===== src/rtl/port_debounce_pkg.sv =====
// Shared state encoding and helpers for the key debouncer.
// Purely declarative: no timing or flow-control behaviour.
package port_debounce_pkg;

   typedef enum logic [1:0] {
      IDLE         = 2'd0,
      PRESS_WAIT   = 2'd1,
      PRESSED      = 2'd2,
      RELEASE_WAIT = 2'd3
   } state_t;

endpackage


===== src/rtl/port_debounce_sync_ff.sv =====
// Parameter-width two-flop synchronizer for asynchronous board inputs.
// Latency 2 cycles; no backpressure, samples every cycle.
module sync_ff #(
   parameter int W = 1
) (
   input  logic         clk,
   input  logic         reset,
   input  logic [W-1:0] d,
   output logic [W-1:0] q
);

   logic [W-1:0] meta;

   always_ff @(posedge clk or posedge reset) begin
      if (reset) begin
         meta <= '0;
         q    <= '0;
      end else begin
         meta <= d;
         q    <= meta;
      end
   end

endmodule


===== src/rtl/port_debounce.sv =====
// Debounces the active-low write key, emits a clean level, a press strobe and a frozen switch byte.
// Latency DEBOUNCE_CYCLES+3 cycles on press and on release; no backpressure.
module port_debounce
   import port_debounce_pkg::*;
#(
   parameter  int WIDTH           = 8,
   parameter  int DEBOUNCE_CYCLES = 500000,
   localparam int CNT_W           = $clog2(DEBOUNCE_CYCLES)
) (
   input  logic             clk,
   input  logic             reset,
   input  logic             key_n,
   input  logic [WIDTH-1:0] sw,
   output logic             port_write,
   output logic             port_strobe,
   output logic [WIDTH-1:0] port_in
);

   localparam logic [CNT_W-1:0] CNT_LAST = CNT_W'(DEBOUNCE_CYCLES - 1);

   logic             key_raw;
   logic             key_s;
   logic [WIDTH-1:0] sw_s;
   state_t           state;
   logic [CNT_W-1:0] cnt;

   assign key_raw = ~key_n;

   sync_ff #(.W(1)) u_key_sync (
      .clk   (clk),
      .reset (reset),
      .d     (key_raw),
      .q     (key_s)
   );

   sync_ff #(.W(WIDTH)) u_sw_sync (
      .clk   (clk),
      .reset (reset),
      .d     (sw),
      .q     (sw_s)
   );

   // port_write is updated on the same edge as the state it decodes, so it
   // tracks PRESSED/RELEASE_WAIT with no extra cycle of lag.
   always_ff @(posedge clk or posedge reset) begin
      if (reset) begin
         state       <= IDLE;
         cnt         <= '0;
         port_write  <= 1'b0;
         port_strobe <= 1'b0;
         port_in     <= '0;
      end else begin
         port_strobe <= 1'b0;
         case (state)
            IDLE: begin
               if (key_s) begin
                  state <= PRESS_WAIT;
                  cnt   <= '0;
               end
            end
            PRESS_WAIT: begin
               if (!key_s) begin
                  state <= IDLE;
                  cnt   <= '0;
               end else if (cnt == CNT_LAST) begin
                  state       <= PRESSED;
                  cnt         <= '0;
                  port_write  <= 1'b1;
                  port_strobe <= 1'b1;
                  port_in     <= sw_s;
               end else begin
                  cnt <= cnt + CNT_W'(1);
               end
            end
            PRESSED: begin
               if (!key_s) begin
                  state <= RELEASE_WAIT;
                  cnt   <= '0;
               end
            end
            RELEASE_WAIT: begin
               // A bounce back to pressed resumes the press without a new strobe.
               if (key_s) begin
                  state <= PRESSED;
                  cnt   <= '0;
               end else if (cnt == CNT_LAST) begin
                  state      <= IDLE;
                  cnt        <= '0;
                  port_write <= 1'b0;
               end else begin
                  cnt <= cnt + CNT_W'(1);
               end
            end
            default: begin
               state      <= IDLE;
               cnt        <= '0;
               port_write <= 1'b0;
            end
         endcase
      end
   end

endmodule


===== config.mk =====
export PLATFORM = sky130hd
export DESIGN_NAME = port_debounce
export DESIGN_NICKNAME = d
export VERILOG_FILES = /design/src/rtl/port_debounce_pkg.sv /design/src/rtl/port_debounce_sync_ff.sv /design/src/rtl/port_debounce.sv
export SDC_FILE = /design/constraint.sdc
export NUM_CORES = 1
export LEC_CHECK = 0
export CAP_MARGIN = 20
export CORE_MARGIN = 8
export CORE_UTILIZATION = 58
export CTS_BUF_LIST = sky130_fd_sc_hd__clkbuf_8
export DETAILED_ROUTE_END_ITERATION = 12
export PLACE_DENSITY = 0.86
export SLEW_MARGIN = 40
export SYNTH_ARGS = -nofsm -noshare
export SYNTH_HDL_FRONTEND = slang
export SYNTH_HIERARCHICAL = 1
export SYNTH_SLANG_ARGS = --single-unit

===== constraint.sdc =====
create_clock -name clk -period 2.5 [get_ports clk]
set_input_delay 0.75 -clock clk [delete_from_list [all_inputs] [get_ports clk]]
set_output_delay 0.75 -clock clk [all_outputs]
set_load 0.02 [all_outputs]

==> impl_table.tex <==
\begin{tabular}{lr}
\hline
Metric & Value \\
\hline
\multicolumn{2}{l}{\textbf{Logic synthesis}} \\
\quad Post-Synthesis Net Count & 189 \\
\quad Number of enable-type register cells in the synthesized netlist & 0 \\
\quad Number of synthesis warnings & 6 \\
\quad Yosys top cell area share & 60.6\% \\
\quad Post-synth top flop & dfrtp\_1 \\
\quad Number of register bits inferred by synthesis & 49 \\
\quad Largest area contributor in the netlist & dfrtp\_1 \\
\quad Async SR Flop Fraction & 100\% \\
\quad Mean post-synth cell area & 11.4 sq um \\
\quad Post-synthesis cell count & 177 \\
\quad Unique cell type count in the Yosys netlist & 39 \\
\quad Netlist Area Pre-Place & 2020 sq um \\
\quad Largest cells by area after synthesis & dfrtp\_1 (61\%), mux2\_2 (5.6\%), nand2\_1 (3.5\%) \\
\quad Part of the Yosys area used for sequential elements & 60.6\% \\
\multicolumn{2}{l}{\textbf{Power and ir drop}} \\
\quad Power per unit of standard cell area & 725 nW/um\^{}2 \\
\quad Total power & 1.72 mW \\
\quad Leak pwr & 1.07 nW \\
\quad Maximum vdd drop & 0.000573 V \\
\multicolumn{2}{l}{\textbf{CTS}} \\
\quad Clock Tree Buf Depth & 2 \\
\quad Clock latency of the later-clocked register in the worst-skew pair & 0.31 ns \\
\quad CTS tree & yes \\
\quad Sink Count & 49 \\
\quad Register clock-pin slew on the reported worst setup and hold paths & 0.09 ns \\
\quad Number of setup buffers added after CTS & 0 \\
\quad Clock tree root buffer cell & clkbuf\_8 \\
\quad Htree depth & 2 \\
\quad Post-cts sizing count & 0 \\
\quad Count of hold-fix buffers inserted at cts & 0 \\
\quad Num CTS Buffers & 5 \\
\multicolumn{2}{l}{\textbf{GRT}} \\
\quad Via count of the first global-routing pass & 1505 \\
\quad Maximum number of pins on one net before global-route repair & 32 \\
\quad Wire length of the first global-routing pass & 7020 um \\
\quad Initial antenna violation count & 0 \\
\quad Congestion Overflow GR & 0 \\
\quad GRT Resource Usage Total & 16.9\% \\
\multicolumn{2}{l}{\textbf{Worst setup path}} \\
\quad Launch point of the worst path & cnt[6] \\
\quad Required arrival time at the worst endpoint & 2.69 ns \\
\quad Startpoint type of the worst setup path & register \\
\quad Kind of critical path & reg2reg \\
\quad Register-to-Register Setup Slack & 0.29 ns \\
\quad Number of cells on the worst reg-to-reg path & 5 \\
\quad RR Startpoint & cnt[6] \\
\quad Last element of the critical path & port\_in[4] \\
\quad Max Fanout on Critical Path & 10 \\
\quad Worst endpoint data arrival time & 2.40 ns \\
\quad Reg-to-reg endpoint & port\_in[4] \\
\quad Crit end category & register \\
\multicolumn{2}{l}{\textbf{Cells and area}} \\
\quad Area growth, synth to finish & 17.1\% \\
\quad Area taken by multi-input logic gates & 742 sq um \\
\quad Fin nets & 215 \\
\quad Number of fill cells in the layout & 248 \\
\quad Sequential cell area & 1230 sq um \\
\quad ANT cells & 0 \\
\quad Final cell area excluding filler cells & 2370 sq um \\
\quad Proportion of layout cells with a drive suffix above 1 & 15.7\% \\
\multicolumn{2}{l}{\textbf{STA}} \\
\quad Slew of the pin with the lowest slew margin & 0.610 ns \\
\quad Number of endpoints with negative hold slack in the final report & 0 \\
\quad Minimum period implied by the final worst setup slack & 2.21 ns \\
\quad Fin. max-slew vios & 0 \\
\quad Max Fclk & 452 MHz \\
\quad Setup-failing EPs final & 0 \\
\quad Summed negative setup slack over all endpoints & 0 ns \\
\quad Largest clock skew in the final design & 0.0115 ns \\
\quad Fraction of the cycle the final worst path needs & 88.6\% \\
\quad Setup repair after global routing missed its margin & no \\
\quad Tightest slew margin relative to the limit & 59.3\% \\
\multicolumn{2}{l}{\textbf{Floorplanning}} \\
\quad Die Span Y & 75.1 um \\
\quad Total die area & 5630 sq um \\
\quad Number of rows in the core area & 21 \\
\quad Initial core utilization & 60.6\% \\
\quad Die width & 75.1 um \\
\quad Core area & 3340 sq um \\
\quad I/O pin cnt & 21 \\
\multicolumn{2}{l}{\textbf{Place}} \\
\quad Estimated wirelength of the detail-placed design & 3060 um \\
\quad Port buffer count & 20 \\
\quad Routability Congestion & 0.894 \\
\quad Cell area after placement & 2290 sq um \\
\multicolumn{2}{l}{\textbf{Run status}} \\
\quad Status & completed \\
\multicolumn{2}{l}{\textbf{Detailed routing}} \\
\quad Post-detailed-route wirelength per cell & 17.1 um \\
\quad Via-per-instance ratio & 5.91 \\
\quad Antenna Nets Post-Route & 0 \\
\quad First-pass iteration count of the detailed router & 4 \\
\quad Number of vias in the routed layout & 1478 \\
\quad DRC violation count after routing & 0 \\
\quad 1st-iter DRT viols & 164 \\
\quad Total Wirelength & 4280 um \\
\multicolumn{2}{l}{\textbf{Job}} \\
\quad Max-cap violations & 0 \\
\multicolumn{2}{l}{\textbf{Worst hold path}} \\
\quad Class of the tightest hold or removal check & reg2reg \\
\hline
\end{tabular}
==> power breakdown <==
| group | total, mW | internal, mW | switching, mW | leakage (nW) |
|---|---|---|---|---|
| combinational | 0.376 | 0.135 | 0.242 | 0.389 |
| sequential | 0.898 | 0.839 | 0.0586 | 0.638 |
| clock | 0.445 | 0.190 | 0.255 | 0.0467 |
==> stage by stage <==
stage	setup WS, ns	utilization [%]	instances	hold WS (ns)
after floorplan	0.525	-	177	0.331
after detailed placement	0.303	68.5	242	0.335
after global routing	0.173	71.0	250	0.361
final	0.286	71.0	250	0.352
after CTS	0.278	71.0	250	0.353
after global placement	0.416	68.5	242	0.333
==> worst max-delay path: stages, from the launching register on <==
cell and delay, ns:
dfrtp_1 0.44, or4_1 0.55, nor2_2 0.17, nand2_2 0.11, nor3_4 0.42, mux2_2 0.40
==> registers in the layout (all words and copies together) (netlist names), named ones only <==
register         flops
u_sw_sync/meta       8
u_key_sync/meta      1
port_write           1
u_key_sync/q         1
cnt                 19
port_strobe          1
port_in              8
state                1
u_sw_sync/q          8
==> routing by layer <==
metal,part of all wire [%],track usage (%)
met1,40,18.8
met2,50,27.4
met3,7.1,6.79
met4,2.8,8.26
met5,0,0
==> cell type report <==
type | count | area share [%]
clock buffers | 5 | 2.90
multi-input cells | 114 | 31.3
clock inverters | 3 | 0.634
flip-flops and latches | 49 | 51.7
well taps | 46 | 2.43
repair buffers | 23 | 9.40
inverters | 10 | 1.58
==> synthesized netlist by cell type, types with 3 or more instances <==
library cell and n:
nor2_1 4, nor3_1 4, nand3_1 8, mux2_2 10
a21oi_1 7, dfrtp_1 49, a31oi_1 3, nand4_1 4
a21o_1 4, nand2_1 19, inv_1 10, and2_1 3
o21ai_0 11, or3_1 7
==> worst min-delay path by stage <==
stage | startpoint | end | depth (start not counted) | slack, ns
final | u_key_sync/meta | u_key_sync/q | 0 | 0.35
after global routing | u_sw_sync/meta[0] | u_sw_sync/q[0] | 0 | 0.36
after CTS | u_key_sync/meta | u_key_sync/q | 0 | 0.35
after detailed placement | u_key_sync/meta | u_key_sync/q | 0 | 0.33
after global placement | u_sw_sync/meta[2] | u_sw_sync/q[2] | 0 | 0.33
after floorplan | u_key_sync/meta | u_key_sync/q | 0 | 0.33
==> cell usage in the layout, fill, tap and decap left out, types with 2 or more instances in the layout <==
master           Yosys  layout
o21ai_0             11      11
nand3_1              8       8
a21oi_1              7       7
and4_2               2       2
clkdlybuf4s50_1      0      20
xnor2_1              2       2
and3_1               2       2
inv_1               10      12
or3_1                7       7
or2_2                2       2
nand4_1              4       4
nor2_1               4       4
and3_2               2       2
o211ai_1             2       2
a21o_1               4       4
nor3_1               4       4
mux2_2              10      10
dfrtp_1             49      49
and2_1               3       3
nand2_1             19      19
a31oi_1              3       3
xor2_1               2       2
clkbuf_8             0       5
buf_4                0       3
==> cell families after synthesis <==
| family | share of synthesized area, % |
|---|---|
| simple gates | 18.1 |
| flops | 60.6 |
| compound gates | 10.2 |
| buf+inv | 2.72 |
| mux | 6.06 |
| xor+xnor | 1.73 |
| fa+ha+maj | 0.618 |
Power figures use the tool's default switching activity.
